**src/rtl/bster_pkg.sv**
```systemverilog
`default_nettype none
// +----------------------------------------------------------------------------+
// | Module  : bster_pkg                                                        |
// | Brief   : Shared types for the BST engine slice: allocator FSM states,     |
// |           pool depth helper and engine command codes.                      |
// | Revision: 1.0                                                              |
// +----------------------------------------------------------------------------+
package bster_pkg;

    typedef enum logic [0:0] {
        TSM_INIT  = 1'b0,
        TSM_READY = 1'b1
    } tsm_state_t;

    typedef enum logic [1:0] {
        BST_CMD_NOP    = 2'd0,
        BST_CMD_INSERT = 2'd1,
        BST_CMD_DELETE = 2'd2,
        BST_CMD_SEARCH = 2'd3
    } bst_cmd_t;

    function automatic int unsigned tsm_depth(input int unsigned width);
        return 32'd1 << width;
    endfunction

endpackage : bster_pkg
`default_nettype wire

```
**src/rtl/tree_space_fifo.sv**
```systemverilog
`default_nettype none
// +----------------------------------------------------------------------------+
// | Module  : tree_space_fifo                                                  |
// | Brief   : Free-list FIFO, synchronous write, combinational read, wrap-bit  |
// |           pointers and a registered occupancy count.                       |
// | Revision: 1.0                                                              |
// +----------------------------------------------------------------------------+
module tree_space_fifo
    import bster_pkg::*;
#(
    parameter int TOKEN_WIDTH = 8
) (
    input  logic                   aclk,
    input  logic                   aresetn,
    input  logic                   push,
    input  logic [TOKEN_WIDTH-1:0] push_data,
    input  logic                   pop,
    output logic [TOKEN_WIDTH-1:0] rd_data,
    output logic [TOKEN_WIDTH:0]   count
);

    localparam int DEPTH = tsm_depth(TOKEN_WIDTH);

    logic [TOKEN_WIDTH-1:0] r_mem [DEPTH];
    logic [TOKEN_WIDTH:0]   r_rd_ptr;
    logic [TOKEN_WIDTH:0]   r_wr_ptr;
    logic [TOKEN_WIDTH:0]   r_count;

    // Storage is deliberately not reset; only pointers and count carry state.
    always_ff @(posedge aclk) begin
        if (push) begin
            r_mem[r_wr_ptr[TOKEN_WIDTH-1:0]] <= push_data;
        end
    end

    always_ff @(posedge aclk or negedge aresetn) begin
        if (!aresetn) begin
            r_rd_ptr <= '0;
            r_wr_ptr <= '0;
            r_count  <= '0;
        end else begin
            if (push) begin
                r_wr_ptr <= r_wr_ptr + 1'b1;
            end
            if (pop) begin
                r_rd_ptr <= r_rd_ptr + 1'b1;
            end
            case ({push, pop})
                2'b10:   r_count <= r_count + 1'b1;
                2'b01:   r_count <= r_count - 1'b1;
                default: r_count <= r_count;
            endcase
        end
    end

    assign rd_data = r_mem[r_rd_ptr[TOKEN_WIDTH-1:0]];
    assign count   = r_count;

endmodule : tree_space_fifo
`default_nettype wire

```
**src/rtl/tree_space_manager.sv**
```systemverilog
`default_nettype none
// +----------------------------------------------------------------------------+
// | Module  : tree_space_manager                                               |
// | Brief   : Tree node address allocator: init fill, pop on request, push on  |
// |           release. Optional double-free check: TREE_SPACE_DFREE_CHK_EN.    |
// | Revision: 1.0                                                              |
// +----------------------------------------------------------------------------+
module tree_space_manager
    import bster_pkg::*;
#(
    parameter int TOKEN_WIDTH = 8,
    parameter int INIT_BASE   = 0
) (
    input  logic                   aclk,
    input  logic                   aresetn,
    input  logic                   req_valid,
    output logic                   req_ready,
    output logic [TOKEN_WIDTH-1:0] req_addr,
    input  logic                   free_valid,
    output logic                   free_ready,
    input  logic [TOKEN_WIDTH-1:0] free_addr,
    output logic                   full,
    output logic [TOKEN_WIDTH:0]   free_count,
    output logic                   init_done,
    output logic                   err_double_free
);

    localparam int                     DEPTH       = tsm_depth(TOKEN_WIDTH);
    localparam logic [TOKEN_WIDTH:0]   c_depth     = DEPTH[TOKEN_WIDTH:0];
    localparam logic [TOKEN_WIDTH-1:0] c_init_base = INIT_BASE[TOKEN_WIDTH-1:0];
    localparam logic [TOKEN_WIDTH-1:0] c_init_last = {TOKEN_WIDTH{1'b1}};

    tsm_state_t             r_state;
    tsm_state_t             w_state_nxt;
    logic [TOKEN_WIDTH-1:0] r_init_cnt;
    logic                   r_init_done;

    logic                   w_fifo_push;
    logic [TOKEN_WIDTH-1:0] w_fifo_data;
    logic                   w_fifo_pop;
    logic [TOKEN_WIDTH-1:0] w_head;
    logic [TOKEN_WIDTH:0]   w_count;

    logic                   w_req_ready;
    logic                   w_free_ready;
    logic                   w_full;
    logic                   w_pop_fire;
    logic                   w_push_fire;
    logic                   w_push_ok;

    tree_space_fifo #(
        .TOKEN_WIDTH(TOKEN_WIDTH)
    ) u_fifo (
        .aclk      (aclk),
        .aresetn   (aresetn),
        .push      (w_fifo_push),
        .push_data (w_fifo_data),
        .pop       (w_fifo_pop),
        .rd_data   (w_head),
        .count     (w_count)
    );

    always_ff @(posedge aclk or negedge aresetn) begin
        if (!aresetn) begin
            r_state     <= TSM_INIT;
            r_init_cnt  <= '0;
            r_init_done <= 1'b0;
        end else begin
            r_state <= w_state_nxt;
            if (r_state == TSM_INIT) begin
                r_init_cnt <= r_init_cnt + 1'b1;
                if (r_init_cnt == c_init_last) begin
                    r_init_done <= 1'b1;
                end
            end
        end
    end

    assign w_pop_fire  = req_valid && w_req_ready;
    assign w_push_fire = free_valid && w_free_ready;

    always_comb begin
        w_state_nxt  = r_state;
        w_req_ready  = 1'b0;
        w_free_ready = 1'b0;
        w_full       = 1'b1;
        w_fifo_push  = 1'b0;
        w_fifo_pop   = 1'b0;
        w_fifo_data  = free_addr;
        case (r_state)
            TSM_INIT: begin
                w_fifo_push = 1'b1;
                w_fifo_data = c_init_base + r_init_cnt;
                if (r_init_cnt == c_init_last) begin
                    w_state_nxt = TSM_READY;
                end
            end
            TSM_READY: begin
                w_req_ready  = (w_count != '0);
                w_free_ready = (w_count != c_depth);
                w_full       = (w_count == '0);
                w_fifo_pop   = w_pop_fire;
                w_fifo_push  = w_push_fire && w_push_ok;
            end
            default: w_state_nxt = TSM_INIT;
        endcase
    end

`ifdef TREE_SPACE_DFREE_CHK_EN
    logic [DEPTH-1:0] r_alloc;
    logic             r_err;

    // A release is only legal for an address currently handed out.
    assign w_push_ok = r_alloc[free_addr];

    always_ff @(posedge aclk or negedge aresetn) begin
        if (!aresetn) begin
            r_alloc <= '0;
            r_err   <= 1'b0;
        end else if (r_state == TSM_INIT) begin
            r_alloc <= '0;
        end else begin
            if (w_push_fire && w_push_ok) begin
                r_alloc[free_addr] <= 1'b0;
            end
            if (w_pop_fire) begin
                r_alloc[w_head] <= 1'b1;
            end
            if (w_push_fire && !w_push_ok) begin
                r_err <= 1'b1;
            end
        end
    end

    assign err_double_free = r_err;
`else
    assign w_push_ok       = 1'b1;
    assign err_double_free = 1'b0;
`endif

    assign req_ready  = w_req_ready;
    assign free_ready = w_free_ready;
    assign full       = w_full;
    // Zero-latency head for the engine; masked so an empty list never leaks stale data.
    assign req_addr   = w_full ? '0 : w_head;
    assign free_count = w_count;
    assign init_done  = r_init_done;

endmodule : tree_space_manager
`default_nettype wire
```
**config.mk**
```make
export PLATFORM = sky130hd
export DESIGN_NAME = tree_space_manager
export DESIGN_NICKNAME = d
export VERILOG_FILES = /design/src/rtl/bster_pkg.sv /design/src/rtl/tree_space_fifo.sv /design/src/rtl/tree_space_manager.sv
export SDC_FILE = /design/constraint.sdc
export NUM_CORES = 2
export LEC_CHECK = 0
export ABC_CLOCK_PERIOD_IN_PS = 3800
export BUFFER_PORTS_ARGS = -buffer_cell sky130_fd_sc_hd__buf_2
export CAP_MARGIN = 30
export CORE_MARGIN = 4
export CORE_UTILIZATION = 51
export DETAILED_ROUTE_END_ITERATION = 12
export MAX_ROUTING_LAYER = met4
export PLACE_DENSITY = 0.74
export SETUP_SLACK_MARGIN = 0.2
export SYNTH_ARGS = -nofsm -noshare
export SYNTH_HDL_FRONTEND = slang
export SYNTH_HIERARCHICAL = 1
export SYNTH_SLANG_ARGS = --single-unit
```
**constraint.sdc**
```tcl
create_clock -name aclk -period 3.8 [get_ports aclk]
set_input_delay 0.76 -clock aclk [delete_from_list [all_inputs] [get_ports aclk]]
set_output_delay 0.76 -clock aclk [all_outputs]
set_load 0.01 [all_outputs]
```
==> impl_metrics.json <==
{
  "status": "finished, violations left",
  "failed_checks": "setup timing",
  "drc_errors": 0,
  "start_util": 0.516,
  "root_buffer": "clkbuf_16",
  "cts_made_buffers": 200,
  "fin_crit_ns": 5.04,
  "cp_max_fo": 7,
  "placed_area_mm2": 0.0878,
  "mostFrequentLayoutCell": "edfxtp_1",
  "syn_area_per_cell_um2": 20.7,
  "design_area_mm2": 0.0963,
  "syn_area_mm2": 0.0821,
  "cp-end-kind": "output pin",
  "swShare": 0.194,
  "internal-power_uw": 36000,
  "worstSetupPathType": "reg -> out",
  "synth_edf_count": 2048,
  "grt_pass1_vias": 43600,
  "finClkSkew_ns": 0.0744,
  "startpoint": "u_fifo/r_rd_ptr[0]",
  "synth_cells": 3957,
  "synth_seq_area_share": 0.760,
  "slew_headroom": 0.304,
  "p_sw_uw": 8680,
  "die_h_um": 409,
  "io_pins": 34,
  "hpwl_um": 135000,
  "antenna_found_initial": 10,
  "r2r-end": "u_fifo/r_mem[5][7]",
  "synth_nets": 3978,
  "worst_ep_required_time_ns": 3.04,
  "fin_util": 0.605,
  "pwr-share-seq": 0.556,
  "die_area_mm2": 0.167,
  "synthFlopType": "edfxtp_1",
  "drv_cap": 0,
  "pwr-share-clk": 0.443,
  "gr-total-overflow": 0,
  "yosys.cell_types.count": 75,
  "clk_pin_slew_ns": 0.06,
  "rsz0062_at_grt": "true",
  "synthToLayoutAreaGrowth_pct": 17.4,
  "hold_ws_ns": 0.231,
  "grt_start_max_net_pins": 149,
  "cp.depth": 14,
  "rr_worst_depth": 9,
  "drtIter0Drc": 7346,
  "rows": 146,
  "gp_congestion": 0.932,
  "cts_tree": "built",
  "clk_latency_ns": 0.86,
  "vias": 44400,
  "critPathTopFamily": "buffers and inverters",
  "cp_num_buf_inv": 8,
  "max_freq_ghz": 0.198,
  "rrSetupSlack_ns": 0.35,
  "clk_path_buf_depth": 3,
  "layout_common_cells": "2048 x edfxtp_1, 471 x mux4_2, 434 x buf_4, 274 x nor2_1, 212 x mux2i_1",
  "worstMarginPinSlew_ns": 1.04,
  "slowest_stage": "mux4_2",
  "crit_top_cell": "buf_6",
  "p_leak_uw": 0.0276,
  "drt-wirelength-per-cell_um": 32.3,
  "clock-sinks": 2083,
  "power.total_uw": 44700,
  "setup_viol": 8,
  "fillers": 10600,
  "ant_nets": 0,
  "grt_usage": 0.269,
  "final.period_utilization": 1.33,
  "cts_max_level": 4,
  "die_x_um": 409,
  "nNetsFinal": 4531,
  "path_cells": "buf_12 -> buf_12 -> buf_12 -> buf_16 -> buf_6 -> mux4_2 -> mux4_2 -> a22oi_2 -> buf_6 -> nand3_2 -> buf_6 -> a32o_2 -> and3_4 -> buf_6",
  "port_buffers": 32,
  "worstPathArrival_ns": 4.28,
  "startpoint_type": "register",
  "min_path_type": "in -> async",
  "final-hold-violation-count": 0,
  "endpoint": "req_addr[4]",
  "ys_warn_count": 6,
  "powerDensity_mw_per_mm2": 464,
  "synth_seq_cells": 2083,
  "worst_slack_ns": -1.24,
  "core_mm2": 0.159,
  "drive_above_1_share": 0.312,
  "power_frac_comb": 0,
  "finalWirelength_um": 220000,
  "synthArstFlopShare": 0.0168,
  "r2r_start": "r_state",
  "vias_per_cell": 6.50,
  "critical_path.max_stage_delay_ns": 0.58,
  "maxSlewViolCount": 0,
  "max-vdd-ir-drop_mv": 0.516,
  "drt_first_pass_iters": 6,
  "grt_first_pass_wirelength_um": 317000
}
cell families after synthesis:
kind of cell | share of synthesized area
multiplexers | 0.158
flip-flops | 0.760
AO/OA/AOI/OAI | 0.0284
other | 0.0000457
adder cells (fa/ha/maj) | 0.00137
buffers and inverters | 0.0209
XOR/XNOR | 0.00352
AND/OR/NAND/NOR | 0.0274
final cells by class:
type | instances | area [um2] | share of cell area
sequential | 2083 | 62400 | 0.648
antenna | 9 | 22.5 | 0.000234
multi-input combinational | 1614 | 18700 | 0.194
timing repair buffer | 597 | 5970 | 0.0620
tap | 2146 | 2690 | 0.0279
inverter | 14 | 57.6 | 0.000597
clock buffer | 239 | 5170 | 0.0537
clock inverter | 127 | 1380 | 0.0143
cells in the mapped netlist, types with 6 or more instances:
cell	instances	area (um2)
edfxtp_1	2048	61500
mux4_2	471	10600
nor2_1	286	1070
mux2i_1	216	2160
nand2_1	132	495
clkbuf_1	111	417
a21oi_1	82	410
buf_2	49	245
dfrtp_1	35	876
o21ai_0	35	175
a221oi_1	33	289
nand3_1	31	155
a22oi_1	28	210
buf_6	25	282
xnor2_1	25	219
o22ai_1	24	150
o221ai_1	23	201
buf_4	21	158
buf_8	20	300
a211oi_1	16	120
mux2_2	16	180
nor2b_1	16	100
and3_1	15	93.8
o21ai_1	14	70.1
buf_12	11	220
a31oi_1	10	62.6
ha_1	9	113
inv_1	9	33.8
a21o_1	8	60.1
and2_1	8	50.1
nand4_1	8	50.1
xor2_1	8	70.1
buf_1	7	26.3
a2111oi_0	6	52.6
nand2b_1	6	37.5
nor3_1	6	30.0
o31ai_1	6	45.0
worst register-to-register path, stage by stage, from the launching register on:
cell and delay, ns:
dfrtp_1 0.37, buf_4 0.18, inv_1 0.17, a21o_1 0.14, buf_4 0.27, nand2_1 0.10
nor2_1 0.19, nand2_1 0.55, buf_4 0.42, nor2_1 0.67
timing repair:
item                                    4_1_cts  5_1_grt
hold buffers                                  0        1
pin swaps                                    23       25
hold endpoints to repair                      0       35
gates resized for setup                     100       79
setup buffers                                38       23
endpoints found under the setup margin        9       98
cloned                                       13        4
per-layer routing:
layer  GRT usage  wire length [um]  up-vias
met5           -                 0        -
met4       0.109             10700        0
met3      0.0694             27600      630
met2       0.401            103000     3302
met1       0.360             78900    23000
li1            -                 -    17500
worst min-delay path by stage:
stage                     depth (start not counted)               to  slack (ns)           from
after CTS                                         1  u_fifo/count[3]        0.02        aresetn
after global placement                            1        init_done        0.45      init_done
after global routing                              2  u_fifo/count[7]        0.20        aresetn
after floorplan                                   1    r_init_cnt[7]        0.45  r_init_cnt[7]
final                                             2  u_fifo/count[7]        0.23        aresetn
after detailed placement                          1        init_done        0.47      init_done
power by group through the flow:
| stage | logic [uW] | clock network [uW] | registers [uW] |
|---|---|---|---|
| 6_report | 19.7 | 19800 | 24800 |
| 5_1_grt | 21.7 | 21100 | 24800 |
| 4_1_cts | 16.7 | 20000 | 24800 |
| 3_5_place_dp | 16.5 | 0 | 25300 |
| 3_3_place_gp | 16.1 | 0 | 25300 |
| 2_1_floorplan | 1.28 | 0 | 25300 |
flip-flops by register name (all words and copies together), names as in the netlist:
name	flops
r_state	1
u_fifo/r_rd_ptr	8
u_fifo/count	9
u_fifo/r_wr_ptr	8
u_fifo/r_mem	2048
r_init_cnt	8
init_done	1
stage by stage:
| step | instances | TNS (ns) | setup slack (ns) |
|---|---|---|---|
| after floorplan | 3957 | 0 | 0.240 |
| after global placement | 6372 | -4.28 | -0.727 |
| after detailed placement | 6373 | -4.33 | -0.765 |
| after CTS | 6790 | -9.53 | -1.25 |
| after global routing | 6826 | -10.17 | -1.32 |
| final | 6829 | -9.60 | -1.24 |
Note: power is estimated with default switching activity, not from simulation.
